<file path="src/rtl/alu_pkg.sv">
// alu_pkg: opcode encoding shared by the ALU issue path.
//   ALU_OPCODE_W    - opcode field width
//   alu_opcode_t    - ADD/SUB/MUL/EQ/GT encodings understood by the alu
//   is_legal_opcode - 1 for opcodes the alu implements (000..100)
package alu_pkg;

  localparam int unsigned ALU_OPCODE_W = 3;

  typedef enum logic [ALU_OPCODE_W-1:0] {
    ALU_ADD = 3'b000,
    ALU_SUB = 3'b001,
    ALU_MUL = 3'b010,
    ALU_EQ  = 3'b011,
    ALU_GT  = 3'b100
  } alu_opcode_t;

  function automatic logic is_legal_opcode(input logic [ALU_OPCODE_W-1:0] op);
    return op <= ALU_OPCODE_W'(ALU_GT);
  endfunction

endpackage

</file>
<file path="src/rtl/alu_issue_result_fifo.sv">
// alu_issue_result_fifo: in-order buffer of {result, tag, illegal} entries.
//   clk_i, rst_i   - clock, synchronous active-high reset
//   push_i/data_i  - write one entry
//   pop_i          - consume the head entry (ignored when empty)
//   head_o         - registered head entry, stable until popped
//   empty_o/full_o - registered status flags
//   count_o        - registered occupancy
module alu_issue_result_fifo #(
  parameter  int unsigned WIDTH = 13,
  parameter  int unsigned DEPTH = 4,
  localparam int unsigned CNT_W = $clog2(DEPTH) + 1
) (
  input  logic             clk_i,
  input  logic             rst_i,
  input  logic             push_i,
  input  logic [WIDTH-1:0] push_data_i,
  input  logic             pop_i,
  output logic [WIDTH-1:0] head_o,
  output logic             empty_o,
  output logic             full_o,
  output logic [CNT_W-1:0] count_o
);

  localparam int unsigned PTR_W = $clog2(DEPTH);

  logic [WIDTH-1:0] mem_q [DEPTH];
  logic [PTR_W-1:0] wr_ptr_q, wr_ptr_d, rd_ptr_q, rd_ptr_d;
  logic [CNT_W-1:0] count_q, count_d;
  logic [WIDTH-1:0] head_q, head_d;
  logic             empty_q, full_q;
  logic             push_ok, pop_ok;

  // Next pointers/count; the head register is refilled from the entry that
  // will sit at the read pointer, bypassing the array when it is being written.
  always_comb begin
    pop_ok   = pop_i && !empty_q;
    push_ok  = push_i && (!full_q || pop_ok);
    rd_ptr_d = rd_ptr_q + PTR_W'(pop_ok);
    wr_ptr_d = wr_ptr_q + PTR_W'(push_ok);
    count_d  = count_q + CNT_W'(push_ok) - CNT_W'(pop_ok);
    head_d   = head_q;
    if (push_ok && (count_q == CNT_W'(pop_ok))) begin
      head_d = push_data_i;
    end else if (count_d != '0) begin
      head_d = mem_q[rd_ptr_d];
    end
  end

  always_ff @(posedge clk_i) begin
    if (rst_i) begin
      wr_ptr_q <= '0;
      rd_ptr_q <= '0;
      count_q  <= '0;
      head_q   <= '0;
      empty_q  <= 1'b1;
      full_q   <= 1'b0;
    end else begin
      wr_ptr_q <= wr_ptr_d;
      rd_ptr_q <= rd_ptr_d;
      count_q  <= count_d;
      head_q   <= head_d;
      empty_q  <= (count_d == '0);
      full_q   <= (count_d == CNT_W'(DEPTH));
    end
  end

  // Storage array needs no reset; only entries below count are ever read.
  always_ff @(posedge clk_i) begin
    if (push_ok) begin
      mem_q[wr_ptr_q] <= push_data_i;
    end
  end

  assign head_o  = head_q;
  assign empty_o = empty_q;
  assign full_o  = full_q;
  assign count_o = count_q;

endmodule

</file>
<file path="src/rtl/alu_issue_unit.sv">
// alu_issue_unit: issues tagged requests into the fixed-latency alu and
// returns results in order with credit-based back-pressure.
//   clock_in/reset_in      - clock, synchronous active-high reset
//   req_*                  - request valid/ready channel (opcode, operands, tag)
//   alu_*_out/alu_result_in- drive and observe the alu instance
//   rsp_*                  - response valid/ready channel (result, tag, illegal)
//   flush_in/flush_done_out- stop accepting, drain, pulse when empty
// Build option: ALU_ISSUE_ILLEGAL_CHECK_EN - opcodes 101..111 bypass the alu
// and return result 0 with rsp_illegal_out=1; otherwise every opcode is
// forwarded and rsp_illegal_out is always 0.
module alu_issue_unit
  import alu_pkg::*;
#(
  parameter int unsigned DATA_WIDTH   = 8,
  parameter int unsigned TAG_WIDTH    = 4,
  parameter int unsigned ALU_LATENCY  = 1,
  parameter int unsigned RESULT_DEPTH = 4
) (
  input  logic                    clock_in,
  input  logic                    reset_in,
  input  logic                    req_valid_in,
  output logic                    req_ready_out,
  input  logic [ALU_OPCODE_W-1:0] req_opcode_in,
  input  logic [DATA_WIDTH-1:0]   req_operand1_in,
  input  logic [DATA_WIDTH-1:0]   req_operand2_in,
  input  logic [TAG_WIDTH-1:0]    req_tag_in,
  output logic                    alu_enable_out,
  output logic [ALU_OPCODE_W-1:0] alu_opcode_out,
  output logic [DATA_WIDTH-1:0]   alu_input1_out,
  output logic [DATA_WIDTH-1:0]   alu_input2_out,
  input  logic [DATA_WIDTH-1:0]   alu_result_in,
  output logic                    rsp_valid_out,
  input  logic                    rsp_ready_in,
  output logic [DATA_WIDTH-1:0]   rsp_result_out,
  output logic [TAG_WIDTH-1:0]    rsp_tag_out,
  output logic                    rsp_illegal_out,
  input  logic                    flush_in,
  output logic                    flush_done_out
);

  localparam int unsigned CNT_W   = $clog2(RESULT_DEPTH) + 1;
  localparam int unsigned ENTRY_W = DATA_WIDTH + TAG_WIDTH + 1;

  typedef enum logic {ST_RUN, ST_DRAIN} state_t;

  state_t                              state_q;
  logic [CNT_W-1:0]                    outstanding_q, outstanding_d;
  logic                                flush_done_q;
  logic                                accept, pop, issue_illegal;
  logic                                alu_en_q;
  logic [ALU_OPCODE_W-1:0]             alu_op_q;
  logic [DATA_WIDTH-1:0]               alu_in1_q, alu_in2_q;
  logic [ALU_LATENCY:0]                pipe_vld_q, pipe_ill_q;
  logic [ALU_LATENCY:0][TAG_WIDTH-1:0] pipe_tag_q;
  logic [DATA_WIDTH-1:0]               push_result;
  logic [ENTRY_W-1:0]                  fifo_head;
  logic                                fifo_empty, fifo_full;
  logic [CNT_W-1:0]                    fifo_count;

  // Credit check counts in-flight plus buffered ops, so the FIFO cannot overflow.
  assign req_ready_out = (outstanding_q < CNT_W'(RESULT_DEPTH)) && (state_q == ST_RUN) && !reset_in;
  assign accept        = req_valid_in && req_ready_out;
  assign pop           = rsp_valid_out && rsp_ready_in;

`ifdef ALU_ISSUE_ILLEGAL_CHECK_EN
  assign issue_illegal = !is_legal_opcode(req_opcode_in);
`else
  assign issue_illegal = 1'b0;
`endif

  always_comb begin
    outstanding_d = outstanding_q;
    if (accept && !pop) begin
      outstanding_d = outstanding_q + CNT_W'(1);
    end else if (!accept && pop) begin
      outstanding_d = outstanding_q - CNT_W'(1);
    end
  end

  // Flush FSM and credit counter; the done pulse is raised on the edge where
  // the drain completes so it is visible in the cycle outstanding reads 0.
  always_ff @(posedge clock_in) begin
    if (reset_in) begin
      state_q       <= ST_RUN;
      outstanding_q <= '0;
      flush_done_q  <= 1'b0;
    end else begin
      outstanding_q <= outstanding_d;
      flush_done_q  <= 1'b0;
      case (state_q)
        ST_RUN: begin
          if (flush_in) begin
            state_q      <= ST_DRAIN;
            flush_done_q <= (outstanding_d == '0);
          end
        end
        ST_DRAIN: begin
          if (outstanding_q == '0) begin
            state_q <= ST_RUN;
          end else begin
            flush_done_q <= (outstanding_d == '0);
          end
        end
      endcase
    end
  end

  // Issue registers: operands captured on accept, enable is a one-cycle strobe.
  always_ff @(posedge clock_in) begin
    if (reset_in) begin
      alu_en_q  <= 1'b0;
      alu_op_q  <= '0;
      alu_in1_q <= '0;
      alu_in2_q <= '0;
    end else begin
      alu_en_q <= accept && !issue_illegal;
      if (accept) begin
        alu_op_q  <= req_opcode_in;
        alu_in1_q <= req_operand1_in;
        alu_in2_q <= req_operand2_in;
      end
    end
  end

  // Tag shadow pipeline aligned with the alu so the tail meets alu_result_in.
  always_ff @(posedge clock_in) begin
    if (reset_in) begin
      pipe_vld_q <= '0;
      pipe_ill_q <= '0;
      pipe_tag_q <= '0;
    end else begin
      pipe_vld_q[0] <= accept;
      pipe_ill_q[0] <= issue_illegal;
      pipe_tag_q[0] <= req_tag_in;
      for (int i = 1; i <= int'(ALU_LATENCY); i++) begin
        pipe_vld_q[i] <= pipe_vld_q[i-1];
        pipe_ill_q[i] <= pipe_ill_q[i-1];
        pipe_tag_q[i] <= pipe_tag_q[i-1];
      end
    end
  end

  assign push_result = pipe_ill_q[ALU_LATENCY] ? '0 : alu_result_in;

  alu_issue_result_fifo #(
    .WIDTH (ENTRY_W),
    .DEPTH (RESULT_DEPTH)
  ) u_result_fifo (
    .clk_i       (clock_in),
    .rst_i       (reset_in),
    .push_i      (pipe_vld_q[ALU_LATENCY]),
    .push_data_i ({push_result, pipe_tag_q[ALU_LATENCY], pipe_ill_q[ALU_LATENCY]}),
    .pop_i       (pop),
    .head_o      (fifo_head),
    .empty_o     (fifo_empty),
    .full_o      (fifo_full),
    .count_o     (fifo_count)
  );

  // Buffered results are always a subset of the credits handed out.
  assert property (@(posedge clock_in) disable iff (reset_in)
    !(pipe_vld_q[ALU_LATENCY] && fifo_full && !pop));
  assert property (@(posedge clock_in) disable iff (reset_in)
    fifo_count <= outstanding_q);

  assign alu_enable_out  = alu_en_q;
  assign alu_opcode_out  = alu_op_q;
  assign alu_input1_out  = alu_in1_q;
  assign alu_input2_out  = alu_in2_q;
  assign rsp_valid_out   = !fifo_empty;
  assign {rsp_result_out, rsp_tag_out, rsp_illegal_out} = fifo_head;
  assign flush_done_out  = flush_done_q;

endmodule

</file>
<file path="config.mk">
export PLATFORM = sky130hd
export DESIGN_NAME = alu_issue_unit
export DESIGN_NICKNAME = d
export VERILOG_FILES = /design/src/rtl/alu_pkg.sv /design/src/rtl/alu_issue_result_fifo.sv /design/src/rtl/alu_issue_unit.sv
export SDC_FILE = /design/constraint.sdc
export NUM_CORES = 1
export LEC_CHECK = 0
export BUFFER_PORTS_ARGS = -buffer_cell sky130_fd_sc_hd__buf_2
export CELL_PAD_IN_SITES_DETAIL_PLACEMENT = 0
export CELL_PAD_IN_SITES_GLOBAL_PLACEMENT = 1
export CORE_MARGIN = 2
export CORE_UTILIZATION = 33
export DETAILED_ROUTE_END_ITERATION = 8
export PLACE_DENSITY = 0.74
export SYNTH_ARGS = -nofsm -noshare
export SYNTH_HDL_FRONTEND = slang
export SYNTH_SLANG_ARGS = --single-unit
</file>
<file path="constraint.sdc">
create_clock -name clock_in -period 7.03 [get_ports clock_in]
set_clock_uncertainty 0.2 [all_clocks]
set_input_delay 0.703 -clock clock_in [delete_from_list [all_inputs] [get_ports clock_in]]
set_output_delay 0.703 -clock clock_in [all_outputs]
set_load 0.005 [all_outputs]
</file>
==> results of run 1 <==
==> through the flow <==
| step | total power [mW] | util, % | instance area, um^2 | instances | setup slack, ns |
|---|---|---|---|---|---|
| floorplan | 1.03 | - | 3910 | 306 | 3.84 |
| global placement | 1.13 | 38.1 | 4390 | 505 | 3.29 |
| detailed placement | 1.14 | 38.1 | 4390 | 505 | 3.12 |
| CTS | 1.65 | 40.7 | 4690 | 521 | 3.48 |
| global route | 1.72 | 40.7 | 4690 | 521 | 3.19 |
| finish | 1.63 | 40.7 | 4690 | 521 | 3.44 |
==> cell type report <==
cell class / count / area (um^2)
clock buffers: 9 / 225
clock inverters: 7 / 78.8
fillers: 1104 / 6830
inverters: 12 / 46.3
multi-input cells: 172 / 1230
flip-flops and latches: 103 / 2540
well taps: 143 / 179
repair buffers: 75 / 388
==> layer usage <==
| metal | track usage, % | wire length [um] | part of all wire, % |
|---|---|---|---|
| met1 | 15.5 | 3390 | 43 |
| met2 | 21.0 | 3880 | 49 |
| met3 | 4.28 | 448 | 5.7 |
| met4 | 5.45 | 136 | 1.7 |
| met5 | 0 | 0 | 0 |
==> power groups by stage <==
stage,Sequential (mW),Clock [mW],Combinational [mW]
finish,0.732,0.508,0.393
detailed placement,0.745,0,0.396
global placement,0.742,0,0.391
floorplan,0.737,0,0.288
global route,0.739,0.542,0.440
CTS,0.733,0.521,0.399
==> synthesized netlist by cell type, drive strengths merged, types with 2 or more instances <==
master	count
a32oi	12
mux4	12
o21ai	13
nor2	11
clkbuf	10
edfxtp	48
nor3b	2
nor2b	12
buf	9
dfxtp	55
a21oi	24
nand3	12
inv	11
ha	7
xnor2	4
nand2	42
==> kinds of logic after synthesis <==
group / after synthesis / share of synthesized area (%)
AOI/OAI and AO/OA: 57 / 9.21
xor gates and xnor gates: 6 / 1.69
adders and majority gates: 8 / 2.75
buffers and inverters: 31 / 3.71
DFF: 103 / 65.0
muxes: 12 / 6.91
other: 1 / 0.0958
and+or+nand+nor: 88 / 10.6
==> sequential cells by signal (all words and copies together) (netlist names), 3 cells and up <==
| name | flops |
|---|---|
| u_result_fifo.head_o | 12 |
| pipe_tag_q | 8 |
| u_result_fifo.count_o | 3 |
| u_result_fifo.mem_q | 48 |
| alu_input2_out | 8 |
| alu_input1_out | 8 |
| outstanding_q | 3 |
| alu_opcode_out | 3 |
==> worst max-delay path by stage <==
stage,from,to,slack (ns),cells after the start
CTS,rsp_ready_in,u_result_fifo.head_o[2],3.48,10
global route,rsp_ready_in,u_result_fifo.head_o[1],3.19,10
global placement,reset_in,flush_done_out,3.29,6
detailed placement,rsp_ready_in,u_result_fifo.head_o[10],3.12,10
finish,rsp_ready_in,u_result_fifo.head_o[2],3.44,10
floorplan,rsp_ready_in,u_result_fifo.head_o[10],3.84,12
==> summary by stage, run 1 <==
Timing
For the pin with the worst max-slew slack, the measured transition is 0.975 ns. Dividing the final minimum period by the clock period gives 51.0%. The relative slew slack is 34.9%. The tightest hold path in the finished design has a slack of 0.243 ns.

The number of setup violations in the final report is 0. The clock period could shrink to 3.59 ns. After routing, the total negative slack on setup checks comes to 0 ns. The total count of max-transition violations in the final report was 0. Setup repair after global routing left no endpoint under its margin. The highest attainable clock frequency is 279 MHz.

The final number of hold-violating endpoints is 0.

Clocking
The number of clock buffers inserted by TritonCTS is 9. The sink count of the clock tree is 103. Buffers inserted to repair hold after CTS numbered 0.

The H-tree generated during clock tree synthesis spans 3 levels. TritonCTS built the clock tree. The clock slew seen by the registers of the worst setup and hold paths is 0.07 ns. The cell at the root of the clock tree is sky130_fd_sc_hd__clkbuf_16.

The latest clock arrival within the worst-skew pair is 0.34 ns. Once the clock tree was built, the setup fixing pass inserted 0 buffers. The number of gates resized after CTS was 0. The clock tree buffer depth is 2.

Power
The fraction of power spent switching nets is 29.3%. The part of the power in combinational logic is 24.1%. For this design the total switching power over the nets is 0.479 mW. Of the total power, the clock network draws 31.1%.

The internal power of the cells totals 1.15 mW. The worst ir drop on vdd is 124 uV. For this design the static power due to leakage is 1.79 nW.

The sequential group share of total power is 44.8%. The power density over the cells is 348 mW/mm^2.

Floorplanning
The initial utilization of the core area, before any placement, comes to 34.0%. The y dimension of the die is 113 um. The die extent in x is 113 um. The top-level port count is 72. The die area is 0.0127 mm^2. The floorplan has 39 rows.

The core region is 0.0115 mm^2.

Yosys
The flip-flop and latch count after synthesis is 103. The share of the yosys chip area belonging to registers is 65.0%. The post-synthesis instance total is 306. The synthesized net count is 350. Sorting the synthesized cells by area gives the leading types as sky130_fd_sc_hd__edfxtp_1 37%, sky130_fd_sc_hd__dfxtp_1 28%, sky130_fd_sc_hd__mux4_2 6.9%. Among all flip-flop cells after synthesis, the most frequent one is sky130_fd_sc_hd__dfxtp_1. Counting flops with a built-in enable in the synthesized netlist gives 48. The number of warnings issued by yosys is 0. Of all cell types, the one taking the most synthesized area is sky130_fd_sc_hd__edfxtp_1. After synthesis the cells add up to 0.00391 mm^2. The netlist uses 41 different library cells. The proportion of synthesized flip-flops having asynchronous set or reset is 0%. The share of the synthesized area in the top cell type is 36.8%. The average instance in the mapped netlist occupies 12.8 um^2.

Worst setup path
Walking the worst path, the cells encountered are buf_2 > nand2b_1 > a21boi_0 > ha_1 > inv_1 > fa_1 > xnor3_1 > a31oi_2 > a32oi_1 > o21ai_0. The required arrival time at the worst endpoint is 7.10 ns. Along the worst path, the maximum fanout reaches 13. The startpoint type of the worst setup path is an input port.

Measured in cells, the most critical reg-to-reg path has a length of 9. The critical register-to-register path endpoint is u_result_fifo.head_o[2]. Broken down by cell family, the worst path's largest delay share belongs to compound AO/OA/AOI/OAI gates. The register-to-register setup slack is 3.47 ns.

The worst setup path is of the input port to flop kind. The endpoint kind of the worst setup timing path is a flop. The reg-to-reg startpoint is u_result_fifo.empty_o. The combined buffer and inverter count along the critical path is 2. The slowest stage of the critical path belongs to the cell sky130_fd_sc_hd__a31oi_2. Data arrives at the worst endpoint at 3.65 ns.

The delay contributed by the slowest stage of the critical path is 0.67 ns.

Min path
The source of the worst hold timing path is pipe_tag_q[2]. The destination of the worst hold path is pipe_tag_q[6]. The min-delay analysis places its worst path in the category flop to flop. The number of cells on the worst hold path is 1.

Drt
The routed layout has 2527 vias. For this run, the detailed router's first-pass iteration total came to 6. The mean routed wirelength per cell is 15.1 um. The starting DRC count in detailed routing is 91. The wire length after detailed routing is 7.86 mm.

After detailed routing, the number of remaining DRC violations is 1. Dividing the detail-routed via count by the number of cells gives 4.85. Once detail routing completed, the nets flagged for antenna violations numbered 0.

Global routing
The overall fraction of global-route tracks in use is 12.8%. The sum of overflow across all layers after global routing is 0. Entering global routing, the biggest net connects 45 pins. The via count of the first global-routing pass is 2500. The number of antenna violations at the first check in global routing is 0. The first global-routing pass estimated 12.5 mm of wire.

Place
The total half-perimeter wirelength after legalization and detailed placement is 5.03 mm. The number of buffer cells added on primary ports is 70. The congestion estimate from routability-driven global placement came to 0.746.

Finish
In the layout the commonest cells are 70 x sky130_fd_sc_hd__buf_2, 55 x sky130_fd_sc_hd__dfxtp_1, 48 x sky130_fd_sc_hd__edfxtp_1. The number of diodes added for antenna fixing is 0. The final layout contains 417 nets. Leaving out fill and tap cells, the most frequent cell in the layout is sky130_fd_sc_hd__buf_2.

The area growth from synthesis to layout is 19.9%. The post-route netlist has 27.8% of its cells at a drive strength greater than 1.

Run status
The run finished, with violations left. The final reports fail on design-rule violations.

Flow run
The tool flagged a number of max-cap violations equal to 0.
No activity file was read; power rests on OpenSTA's default activity.
==> run 2, diff against run 1 <==
Clock period 7.03 ns to 3.74 ns, I/O delays scaled along.
==> run 2 against run 1 <==
The flow still finishes with violations (design-rule violations). Core utilization increased by 0.32 points. Worst hold slack got worse by 0.20 ns. Critical path type is now flop to flop. Final cell count increased by 1.2%. Critical path depth increased by 2. Setup slack got worse by 2.8 ns. Die area unchanged. Count of clock-buffer cells in the layout unchanged. Sequential cell count unchanged. Clock power increased by 80%. Wire length increased by 2.2%. Power increased by 87%.
==> summary by stage, run 2 (synthesized netlist as in run 1, its figures left out) <==
Run status
The run finished, with violations left. The final reports fail on design-rule violations.

Place
The placed cell area is 0.00443 mm^2. During placement, the flow inserted port buffers numbering 70. The total half-perimeter wirelength after legalization and detailed placement is 5.35 mm. The congestion estimate from routability-driven global placement came to 0.724.

Power
The sequential group share of total power is 45.1%. The clock network accounts for 30.0% of the total power. Power spread over the standard cell area amounts to 645 mW/mm^2. The worst ir drop on vdd is 230 uV.

The internal power summed over all cells is 2.13 mW. Combinational logic is responsible for 24.9% of the overall power. The fraction of power spent switching nets is 30.1%. The net switching power is 0.918 mW.

Summed over all cells, the static leakage comes to 1.81 nW.

Drt
The number of detailed-routing iterations run before antenna repair is 6. Wires add up to 8.03 mm. The detail route stage leaves a number of antenna-violating nets equal to 0. The first routing iteration left 113 violations.

Across all layers, the routed design uses 2546 vias. The post-detailed-route via-to-cell ratio is 4.83. The total DRC errors in the routed layout is 1.

Dividing the detail-routed wire length by the instance count gives 15.2 um.

Finish
The number of flip-flops in the largest register is 48. Leaving out fill and tap cells, the most frequent cells in the layout are 70 x sky130_fd_sc_hd__buf_2, 55 x sky130_fd_sc_hd__dfxtp_1, 48 x sky130_fd_sc_hd__edfxtp_1. The finished cells cover 0.00473 mm^2. The filler cells instantiated in the layout total 1144. The top register by number of flip-flops is u_result_fifo.mem_q.

The post-route netlist has 28.9% of its cells at a drive strength greater than 1. Relative to the synthesized area, the layout overhead comes to 20.8%. The number of nets in the layout is 423. The most common cell after layout, fill and taps aside is sky130_fd_sc_hd__buf_2. The repair_antennas step left the layout with diodes totalling 0.

Clocking
The clock net in this run drives a total of 103 sinks. The root buffer cell chosen for the clock tree is sky130_fd_sc_hd__clkbuf_16. The later pin in the worst-skew pair is clocked with a latency of 0.34 ns. TritonCTS built the clock tree. In this run, post-CTS hold repair placed 0 buffers. The longest clock path from root to sink contains 2 buffers.

Gates resized during post-CTS repair numbered 0. The number of clock buffers inserted by TritonCTS is 9. After clock tree synthesis, the clock-pin slew on the worst setup and hold paths is 0.07 ns.

The number of levels the H-tree was split into is 3. The post-CTS setup repair buffer count is 0.

Floorplanning
The y dimension of the die is 113 um. The die area is 0.0127 mm^2. The total number of placement rows is 39. Once the floorplan was initialized, standard cells occupied 34.0% of the core. After floorplanning, the core was sized to cover 0.0115 mm^2. The die is 113 um wide. Pin placement for this block handled 72 I/O pins.

Global routing
The number of antenna violations at the first check in global routing is 0. The overall fraction of global-route tracks in use is 12.9%. The via count of the first global-routing pass came to 2514.

Entering global routing, the biggest net connects 44 pins. Summed over all layers, the global routing overflow is 0. The first-pass GRT wire length is 12.7 mm.

Worst setup path
By startpoint and endpoint, the worst setup path is classified as flop to flop. The slowest stage of the critical path is the sky130_fd_sc_hd__xnor3_1 cell. The maximum fanout count along the critical path is 12.

The most repeated library cell on the critical path is sky130_fd_sc_hd__inv_1. The largest single stage delay on the critical path is 0.45 ns. The register-to-register setup slack is 0.62 ns. The worst setup path is captured at a flop.

STA classifies the critical path startpoint as a flop. Data on the critical path arrives at its endpoint at 3.13 ns. Traced cell by cell, the critical path runs through nand2b_1 > inv_1 > ha_1 > inv_1 > ha_1 > inv_1 > fa_1 > xnor3_1 > a31oi_2 > buf_4 > a32oi_1 > o21ai_0. The required arrival time at the worst endpoint is 3.75 ns.

Timing
Based on the critical path, the design can be clocked at up to 321 MHz. The number of setup violations in the final report is 0. In this run the tightest slew margin relative to its limit is 55.4%.

For the finished layout, the period the worst path requires is 3.12 ns. The final number of hold-violating endpoints is 0. The total count of max-transition violations in the final report came to 0. Setup repair after global routing left no endpoint under its margin.

At the pin with the least slew margin, the transition time is 0.669 ns. The summed negative setup slack over all endpoints is 0 ns. Of the available clock period, the critical path in the final layout requires 83.4%.

Min path
In this run the worst hold path is classified as input port to flop.

Flow run
The number of max-cap violations is 0.
[run 2: cell count changes in the layout (fill, tap and decap cells not counted)]
cell / delta
sky130_fd_sc_hd__a211oi_1: +1
sky130_fd_sc_hd__a211oi_2: -1
sky130_fd_sc_hd__buf_4: +6
sky130_fd_sc_hd__bufinv_16: -1
sky130_fd_sc_hd__clkinv_1: -1
sky130_fd_sc_hd__clkinv_2: -1
sky130_fd_sc_hd__clkinv_4: +1
sky130_fd_sc_hd__clkinv_8: +1
sky130_fd_sc_hd__clkinvlp_4: +1
sky130_fd_sc_hd__inv_6: -1
sky130_fd_sc_hd__inv_8: +1
[run 2: metrics by stage]
step / setup slack, ns / hold slack, ns / std cells / power [mW] / util [%]
4_1_cts: 0.615 / 0.0290 / 527 / 3.09 / 41.0
3_3_place_gp: 0.623 / 0.229 / 511 / 2.15 / 38.4
5_1_grt: 0.365 / 0.0331 / 527 / 3.23 / 41.0
3_5_place_dp: 0.518 / 0.229 / 511 / 2.17 / 38.4
6_report: 0.620 / 0.0407 / 527 / 3.05 / 41.0
2_1_floorplan: 0.874 / 0.214 / 306 / 1.93 / -
[run 2: critical path: cells and delay by family (launching register included)]
family	cells	cell delay, ns
xor+xnor	1	0.45
fa+ha+maj	3	0.86
buf+inv	4	0.47
simple gates	1	0.24
compound gates	3	0.43
flops	1	0.34
[run 2: area by class of cell]
| class | instances | area (um^2) | share of cell area [%] |
|---|---|---|---|
| Sequential cell | 103 | 2540 | 53.8 |
| Timing Repair Buffer | 81 | 433 | 9.16 |
| Clock inverter | 7 | 75.1 | 1.59 |
| Tap cell | 143 | 179 | 3.79 |
| Inverter | 12 | 46.3 | 0.980 |
| Multi-Input combinational cell | 172 | 1220 | 25.9 |
| Clock buffer | 9 | 225 | 4.77 |
[run 2: path summary, 6_finish.rpt]
path | startpoint | endpoint | cells past startpoint
worst max-delay path | u_result_fifo.empty_o | u_result_fifo.head_o[8] | 12
worst min-delay path | req_tag_in[2] | pipe_tag_q[2] | 2
worst max register to register | u_result_fifo.empty_o | u_result_fifo.head_o[8] | 12
worst min register to register | pipe_tag_q[1] | pipe_tag_q[5] | 1
[run 2: metal layers]
| metal | up-vias | global-route usage, % | wire length [um] |
|---|---|---|---|
| met5 | - | 0 | 0 |
| met4 | 0 | 4.96 | 78 |
| met3 | 4 | 2.89 | 324 |
| met2 | 52 | 22.1 | 4140 |
| met1 | 1244 | 16.1 | 3490 |
| li1 | 1246 | - | - |
[run 2: power groups by stage]
stage          clock, mW  combinational [mW]  sequential, mW
3_3_place_gp           0               0.750            1.39
2_1_floorplan          0               0.541            1.39
5_1_grt            0.989               0.850            1.39
6_report           0.914               0.759            1.37
4_1_cts            0.942               0.773            1.38
3_5_place_dp           0               0.770            1.40
